`src/rtl/timer_pkg.sv`:
```
// timer_pkg: register offsets, field positions, divider limit, APB FSM encoding and byte-strobe merge
package timer_pkg;
  localparam int DIV_MAX_DEF = 8;
  localparam logic [7:0] TCR_OFF   = 8'h00;
  localparam logic [7:0] TDR0_OFF  = 8'h04;
  localparam logic [7:0] TDR1_OFF  = 8'h08;
  localparam logic [7:0] TCMP0_OFF = 8'h0C;
  localparam logic [7:0] TCMP1_OFF = 8'h10;
  localparam logic [7:0] TIER_OFF  = 8'h14;
  localparam logic [7:0] TISR_OFF  = 8'h18;
  localparam logic [7:0] THCSR_OFF = 8'h1C;
  localparam int TEN_BIT  = 0;
  localparam int DEN_BIT  = 1;
  localparam int DIV_LSB  = 8;
  localparam int HREQ_BIT = 0;
  localparam int HACK_BIT = 1;
  typedef enum logic [1:0] {APB_IDLE = 2'd0, APB_SETUP = 2'd1, APB_ACCESS = 2'd2} apb_state_e;
  function automatic logic [31:0] strb_merge(logic [31:0] old_v, logic [31:0] new_v, logic [3:0] strb);
    for (int i = 0; i < 4; i++) strb_merge[8*i +: 8] = strb[i] ? new_v[8*i +: 8] : old_v[8*i +: 8];
  endfunction
endpackage

```
`src/rtl/timer_apb_slave.sv`:
```
// timer_apb_slave: APB IDLE/SETUP/ACCESS FSM; pready on the second ACCESS cycle, pslverr qualified by err
import timer_pkg::*;
module timer_apb_slave (
  input  logic sys_clk,
  input  logic sys_rst,
  input  logic psel,
  input  logic penable,
  input  logic err,
  output logic pready,
  output logic pslverr
);
  apb_state_e state, state_nx;
  logic waited, waited_nx;
  always_ff @(posedge sys_clk)
    if (sys_rst) begin
      state  <= APB_IDLE;
      waited <= 1'b0;
    end else begin
      state  <= state_nx;
      waited <= waited_nx;
    end
  always_comb begin
    state_nx  = !psel ? APB_IDLE :
                state == APB_IDLE  ? (penable ? APB_IDLE : APB_SETUP) :
                state == APB_SETUP ? APB_ACCESS :
                waited ? APB_IDLE : APB_ACCESS;
    waited_nx = psel & (state == APB_ACCESS) & ~waited;
    pready    = psel & (state == APB_ACCESS) & waited;
    pslverr   = pready & err;
  end
endmodule

```
`src/rtl/timer_reg_ctrl.sv`:
```
// timer_reg_ctrl: APB register file for the timer (control, count access, compare, interrupt, halt handshake)
import timer_pkg::*;
module timer_reg_ctrl #(
  parameter int DIV_MAX = DIV_MAX_DEF,
  parameter int ADDR_W  = 12
) (
  input  logic              sys_clk,
  input  logic              sys_rst,
  input  logic              tim_psel,
  input  logic              tim_penable,
  input  logic              tim_pwrite,
  input  logic [ADDR_W-1:0] tim_paddr,
  input  logic [31:0]       tim_pwdata,
  input  logic [3:0]        tim_pstrb,
  output logic [31:0]       tim_prdata,
  output logic              tim_pready,
  output logic              tim_pslverr,
  output logic              timer_en,
  output logic              div_en,
  output logic              halt_req,
  output logic [3:0]        div_val,
  input  logic              halt_ack_status,
  input  logic [63:0]       cnt_val,
  output logic              cnt_wr_lo,
  output logic              cnt_wr_hi,
  output logic [31:0]       cnt_wdata,
  output logic              tim_int
);
  logic [31:0] tcmp0, tcmp1, rdata, wm;
  logic int_en, int_st, err, we, clr, match;
  logic a_tcr, a_tdr0, a_tdr1, a_tcmp0, a_tcmp1, a_tier, a_tisr, a_thcsr;
  timer_apb_slave u_apb (
    .sys_clk (sys_clk),
    .sys_rst (sys_rst),
    .psel    (tim_psel),
    .penable (tim_penable),
    .err     (err),
    .pready  (tim_pready),
    .pslverr (tim_pslverr)
  );
  always_comb begin
    a_tcr   = tim_paddr == ADDR_W'(TCR_OFF);
    a_tdr0  = tim_paddr == ADDR_W'(TDR0_OFF);
    a_tdr1  = tim_paddr == ADDR_W'(TDR1_OFF);
    a_tcmp0 = tim_paddr == ADDR_W'(TCMP0_OFF);
    a_tcmp1 = tim_paddr == ADDR_W'(TCMP1_OFF);
    a_tier  = tim_paddr == ADDR_W'(TIER_OFF);
    a_tisr  = tim_paddr == ADDR_W'(TISR_OFF);
    a_thcsr = tim_paddr == ADDR_W'(THCSR_OFF);
    rdata = a_tcr   ? (32'(div_val) << DIV_LSB) | (32'(div_en) << DEN_BIT) | (32'(timer_en) << TEN_BIT) :
            a_tdr0  ? cnt_val[31:0] :
            a_tdr1  ? cnt_val[63:32] :
            a_tcmp0 ? tcmp0 :
            a_tcmp1 ? tcmp1 :
            a_tier  ? 32'(int_en) :
            a_tisr  ? 32'(int_st) :
            a_thcsr ? (32'(halt_ack_status) << HACK_BIT) | (32'(halt_req) << HREQ_BIT) : 32'h0;
    wm = strb_merge(rdata, tim_pwdata, tim_pstrb);
    // Divider settings may only change while the timer is stopped or in the same write that stops it
    err = tim_pwrite & a_tcr & ((int'(wm[DIV_LSB +: 4]) > DIV_MAX) |
          (timer_en & wm[TEN_BIT] & ((wm[DEN_BIT] != div_en) | (wm[DIV_LSB +: 4] != div_val))));
    we = tim_pready & tim_pwrite & ~err;
    tim_prdata = tim_pready ? rdata : 32'h0;
    cnt_wr_lo = we & a_tdr0;
    cnt_wr_hi = we & a_tdr1;
    cnt_wdata = wm;
    clr = we & a_tisr & tim_pstrb[0] & tim_pwdata[0];
    match = cnt_val == {tcmp1, tcmp0};
    tim_int = int_st & int_en;
  end
  always_ff @(posedge sys_clk)
    if (sys_rst) begin
      timer_en <= 1'b0;
      div_en   <= 1'b0;
      div_val  <= 4'h0;
      tcmp0    <= '1;
      tcmp1    <= '1;
      int_en   <= 1'b0;
      int_st   <= 1'b0;
      halt_req <= 1'b0;
    end else begin
      if (we & a_tcr) begin
        timer_en <= wm[TEN_BIT];
        div_en   <= wm[DEN_BIT];
        div_val  <= wm[DIV_LSB +: 4];
      end
      if (we & a_tcmp0) tcmp0 <= wm;
      if (we & a_tcmp1) tcmp1 <= wm;
      if (we & a_tier) int_en <= wm[0];
      if (we & a_thcsr) halt_req <= wm[HREQ_BIT];
      int_st <= match | (int_st & ~clr);
    end
endmodule
```
`config.mk`:
```
export PLATFORM = sky130hd
export DESIGN_NAME = timer_reg_ctrl
export DESIGN_NICKNAME = d
export VERILOG_FILES = /design/src/rtl/timer_pkg.sv /design/src/rtl/timer_apb_slave.sv /design/src/rtl/timer_reg_ctrl.sv
export SDC_FILE = /design/constraint.sdc
export NUM_CORES = 1
export LEC_CHECK = 0
export ABC_AREA = 1
export CAP_MARGIN = 20
export CORE_ASPECT_RATIO = 1.1
export CORE_MARGIN = 2
export CORE_UTILIZATION = 50
export DETAILED_ROUTE_END_ITERATION = 10
export GPL_TIMING_DRIVEN = 0
export PLACE_DENSITY = 0.95
export SETUP_SLACK_MARGIN = 0.05
export SYNTH_ARGS = -nofsm -noshare
export SYNTH_HDL_FRONTEND = slang
export SYNTH_HIERARCHICAL = 1
export SYNTH_SLANG_ARGS = --single-unit
```
`constraint.sdc`:
```
create_clock -name sys_clk -period 6.7 [get_ports sys_clk]
set_input_delay 0.67 -clock sys_clk [delete_from_list [all_inputs] [get_ports sys_clk]]
set_output_delay 0.67 -clock sys_clk [all_outputs]
set_load 0.1 [all_outputs]
```
Word-level counts from Yosys, hierarchy flattened --
Index checks and enable logic that the tools add are counted.
Word-level totals: register bits after elaboration 76, output and inout port bits 76, word-level logic and storage cells 75
Operators by class: order comparisons 1, eq/ne operators 12, muxes and demuxes 17, bitwise operators 32, reductions and logical operators 3
Operators with widths (number):
- 32-bit 2-to-1 mux | 6
- 64-bit == test | 1
- 12-bit by 5-bit == test with 1-bit output, second input constant | 4
- 8-bit 2-to-1 mux | 4
- 12-bit by 4-bit == test with 1-bit output, second input constant | 2
- 1-bit AND | 22
- 12-bit by 3-bit == test with 1-bit output, second input constant | 1
- 12-bit zero test | 1
- 2-bit 2-to-1 mux | 6
- 12-bit by 1-bit OR with 12-bit output | 1
- 12-bit by 2-bit OR with 12-bit output | 1
- 4-bit > comparator, second input constant | 1
- 4-bit != test | 1
- 1-bit NOT | 4
- 1-bit OR | 3
- 2-bit by 1-bit == test with 1-bit output, second input constant | 1
- 2-bit == test, second input constant | 1
- 2-bit zero test | 1
- 2-bit by 1-bit OR with 2-bit output | 1
- 2-bit OR reduction | 1
- 1-bit 2-to-1 mux | 1
- 1-bit != test | 1

Logic depth before layout (Yosys ltp) --
depth in word-level cells 23, mapped depth 25, depth with buffers taken out 23

Hierarchy --
The synthesis kept the hierarchy.
By module, submodules not included:
- timer_reg_ctrl | times used 1, cells an instance 876, area an instance 5430.2 um^2
- timer_apb_slave | times used 1, cells an instance 20, area an instance 131.4 um^2

Worst setup path before layout --
No wires, ideal clock.
kind input -> output, start point in tim_psel, end point out cnt_wr_hi, arrival time 4092 ps, slack 1938 ps, cell stages on the path 7, path buffers 1, cells stage by stage nand2_1 > nor2_1 > nand2_1 > inv_1 > clkbuf_1 > nand2_1 > nor2_1
Between the ends: word-level cells in the longest chain between the ends 5
RTL lines:
- start, declared | RTL line timer_reg_ctrl.sv:9 | input logic tim_psel,
- 1-bit AND (2 in a row) | RTL line timer_apb_slave.sv:28 | pready = psel & (state == APB_ACCESS) & waited;
- named net tim_pready | RTL line timer_reg_ctrl.sv:16 | output logic tim_pready,
- 1-bit AND (2 in a row) | RTL line timer_reg_ctrl.sv:62 | we = tim_pready & tim_pwrite & ~err;
- 1-bit AND | RTL line timer_reg_ctrl.sv:65 | cnt_wr_hi = we & a_tdr1;
- end, declared | RTL line timer_reg_ctrl.sv:25 | output logic cnt_wr_hi,
The timed path passes the listed nets, and every way through them passes these cells.

Final worst setup path --
start point in tim_paddr[8], end point out cnt_wdata[18]
Between the ends: word-level cells in the longest chain between the ends 7, elaborated cells on any way between the ends 11
RTL lines:
- start, declared | RTL line timer_reg_ctrl.sv:12 | input logic [ADDR_W-1:0] tim_paddr,
- 12-bit by 5-bit == test with 1-bit output | RTL line timer_reg_ctrl.sv:46 | a_tcmp1 = tim_paddr == ADDR_W'(TCMP1_OFF);
- 32-bit 2-to-1 mux | RTL line timer_reg_ctrl.sv:54 | a_tcmp1 ? tcmp1 :
- 32-bit 2-to-1 mux | RTL line timer_reg_ctrl.sv:53 | a_tcmp0 ? tcmp0 :
- 32-bit 2-to-1 mux | RTL line timer_reg_ctrl.sv:52 | a_tdr1 ? cnt_val[63:32] :
- 32-bit 2-to-1 mux | RTL line timer_reg_ctrl.sv:51 | a_tdr0 ? cnt_val[31:0] :
- 32-bit 2-to-1 mux (*) | RTL line timer_reg_ctrl.sv:50 | rdata = a_tcr ? (32'(div_val) << DIV_LSB) | (32'(div_en) << DEN_BIT) | (32'(timer_en) << TEN_BIT) :
- 8-bit 2-to-1 mux (*) | RTL line timer_pkg.sv:19 | for (int i = 0; i < 4; i++) strb_merge[8*i +: 8] = strb[i] ? new_v[8*i +: 8] : old_v[8*i +: 8];
- end, declared | RTL line timer_reg_ctrl.sv:26 | output logic [31:0] cnt_wdata,
Mark *: on every way between the ends. The rest lies on a longest branch, timed or not.

==> results.md <==
- Commonest non-fill, non-tap cells in the layout: nand2_1 (234), clkdlybuf4s50_1 (193), nor2_1 (109)
- Critical path required time: 6.03 ns
- Worst Setup Start Kind: input port
- Mapped Nets: 1014
- Num Clock Sinks: 76
- Io pins: 194
- Register area share after synthesis: 0.274
- Pwr dens: 157 nW/um^2
- Critical setup path kind: in -> out
- CTS tree: done
- Total gr overflow: 0
- Vias in the first global route: 6717
- Ant. Diodes: 0
- Slew HR: 0.303
- Setup-failing EPs final: 0
- Chip width: 105 um
- Yosys warns: 6
- Outcome: complete, no violations
- Cts repair resizes: 0
- Post-Synth Simple-Gate Area: 0.404
- Pin count of the biggest net entering global routing: 14
- Syn avg cell area: 6.21 um^2
- CP delay by family, top: buffers and inverters
- Cell area after synthesis: 5560 um^2
- Worst skew pair latency: 0.34 ns
- GP Congestion: 1.04
- Die Area: 12000 um^2
- CP cell instances: clkdlybuf4s50_1, nor2_1, nand2_2, nor2_4, nand3_1, inv_2, buf_1, nand2_1, o21ai_0, o221ai_1, a21oi_1, clkdlybuf4s50_1
- Synth Register Bits: 76
- Pre-antenna DRT Iters: 6
- Drc violations: 0
- Routed length per instance: 17.5 um
- Max Fclk: 173 MHz
- Crit. End Element: output port
- Synth Area in Compound Gates: 0.145
- Synth-to-Final Area Change: 43.7%
- Die H: 115 um
- Post-synthesis share of cell area spent on xor and xnor gates: 0.0772
- Total power: 1.25 mW
- Final Cell Area: 7990 um^2
- Post-CTS setup buffers: 0
- Tot GR Track Use: 0.351
- Post-Syn Instances: 896
- Final Cycle Share: 0.863
- Post-CTS Hold Buffers: 0
- Layout cells sized above 1: 0.0652
- Max Cap Violations: 0
- Yosys cell types: 36
- Slowest library cell on the worst path: clkdlybuf4s50_1
- Setup TNS: 0 ns
- Root Buffer: clkbuf_16
- R2r endpoint: tcmp1[30]
- Antenna violations before repair: 0
- Fin worst setup slack: 0.916 ns
- R2R cell count: 18
- Start point of the critical path: tim_paddr[8]
- Vias per std cell: 5.84
- R2r setup slk: 4.30 ns
- Leak Pwr: 3.54 nW
- Synth async-reset ratio: 0
- Measured slew at the worst slew-check pin: 1.04 ns
- Utilization after layout: 0.736
- Htree depth: 3
- Adder-cell share of the synthesized area: 0
- Clock buffer depth: 2
- Clock Skew: 0.00836 ns
- Final Max Slew Viols: 0
- Hold Crit Class: reg -> reg
- Post-route ant nets: 0
- Total Wirelength: 21.9 mm
- Via count: 7311
- Slowest stage delay, CP: 1.20 ns
- CP bufs+invs: 4
- RSZ-0062 raised after global routing: false
- Hold_ws: 0.460 ns
- Initial Util: 0.512
- Core area: 10900 um^2
- Worst setup path endpoint: cnt_wdata[18]
- Most used cell, CP: clkdlybuf4s50_1
- DRT iter0 DRCs: 889
- Main combinational cell family by area after synthesis: simple AND/OR/NAND/NOR gates
- Site Rows: 40
- DP Area: 7680 um^2
- Cell count along the critical path: 12
- Arrival @ worst endpoint: 5.11 ns
- Num CTS Buffers: 9
- Pre-CTS worst setup slack: 1.14 ns
- Count of final hold-check violations: 0
- Mux contribution to synthesized area: 0
- Most common cell after layout, fill and taps aside: nand2_1
- Fin nets: 1218
- Post-DP HPWL: 16.4 mm
- Crit-path max FO: 10
- Most used DFF post-synth: dfxtp_1
- Port bufs: 193
- Reg2reg start: tcmp0[1]
- Min cycle time layout: 5.78 ns
- Placed cells: 1236
- Post-synth EDFFs: 0
- Peak VDD IR: 0.101 mV
- Global-route wire length before repair: 33.7 mm
- Clk slew on worst S/H paths: 0.06 ns
- Layout Cells excl Fill: 1251
## worst min-delay path by stage
stage | start | to | slack (ns) | cells past startpoint
after floorplan | u_apb/state[1] | u_apb/waited | 0.43 | 2
after global placement | u_apb/state[1] | u_apb/waited | 0.44 | 2
final | u_apb/state[1] | u_apb/waited | 0.46 | 2
after detailed placement | u_apb/state[1] | u_apb/waited | 0.45 | 2
after CTS | u_apb/state[1] | u_apb/waited | 0.47 | 2
after global routing | u_apb/state[1] | u_apb/waited | 0.50 | 2
## routing by layer
metal / global-route usage / vias up / share of wire
met4: 0.178 / 0 / 0.044
met1: 0.430 / 3298 / 0.38
met3: 0.0882 / 110 / 0.12
met5: 0 / - / 0
li1: - / 3363 / -
met2: 0.575 / 540 / 0.46
## synthesized netlist by cell type, types with 3 or more instances
cell type,number,area share
nand2_1,234,0.16
nor2_1,109,0.074
nand3_1,99,0.089
inv_1,77,0.052
dfxtp_1,76,0.27
a21oi_1,41,0.037
o21ai_0,41,0.037
xnor2_1,40,0.063
clkbuf_1,29,0.020
o221ai_1,26,0.041
nand4_1,24,0.027
inv_2,12,0.0081
a22o_1,11,0.017
nand2_2,11,0.012
buf_2,9,0.0081
xor2_1,9,0.014
or2_2,5,0.0056
nor4_1,4,0.0045
buf_1,3,0.0020
buf_6,3,0.0061
nand3_2,3,0.0054
nand3_4,3,0.0094
nor2_2,3,0.0034
nor2_4,3,0.0061
nor3_1,3,0.0027
o22ai_1,3,0.0034
## sequential cells by signal, indices dropped and copies added, names as in the netlist
name          count
timer_en          1
tcmp1            32
int_en            1
u_apb/state       2
u_apb/waited      1
div_val           4
int_st            1
div_en            1
tcmp0            32
halt_req          1
## worst min-delay path, stage by stage, from the launching register on
cell and delay, ns:
dfxtp_1 0.32, nand2_1 0.07, nor2_1 0.03
## area by class of cell
type / count / area, um^2
Buffer: 46 / 214
Clock buffer: 9 / 225
Clock inverter: 6 / 88.8
Fill cell: 837 / 2870
Inverter: 91 / 342
Multi-Input combinational cell: 683 / 3480
Sequential cell: 76 / 1520
Tap cell: 147 / 184
Timing Repair Buffer: 193 / 1930
## power by group
group | switching, mW | internal (mW) | leakage [nW]
Combinational | 0.175 | 0.104 | 2.78
Sequential | 0.000231 | 0.452 | 0.615
Clock | 0.196 | 0.325 | 0.148
Total | 0.372 | 0.881 | 3.54
## cells by family after synthesis
| kind of cell | after synthesis |
|---|---|
| compound gates | 129 |
| buf+inv | 137 |
| xor+xnor | 49 |
| simple gates | 505 |
| flops | 76 |
(Power assumes the default switching activity.)
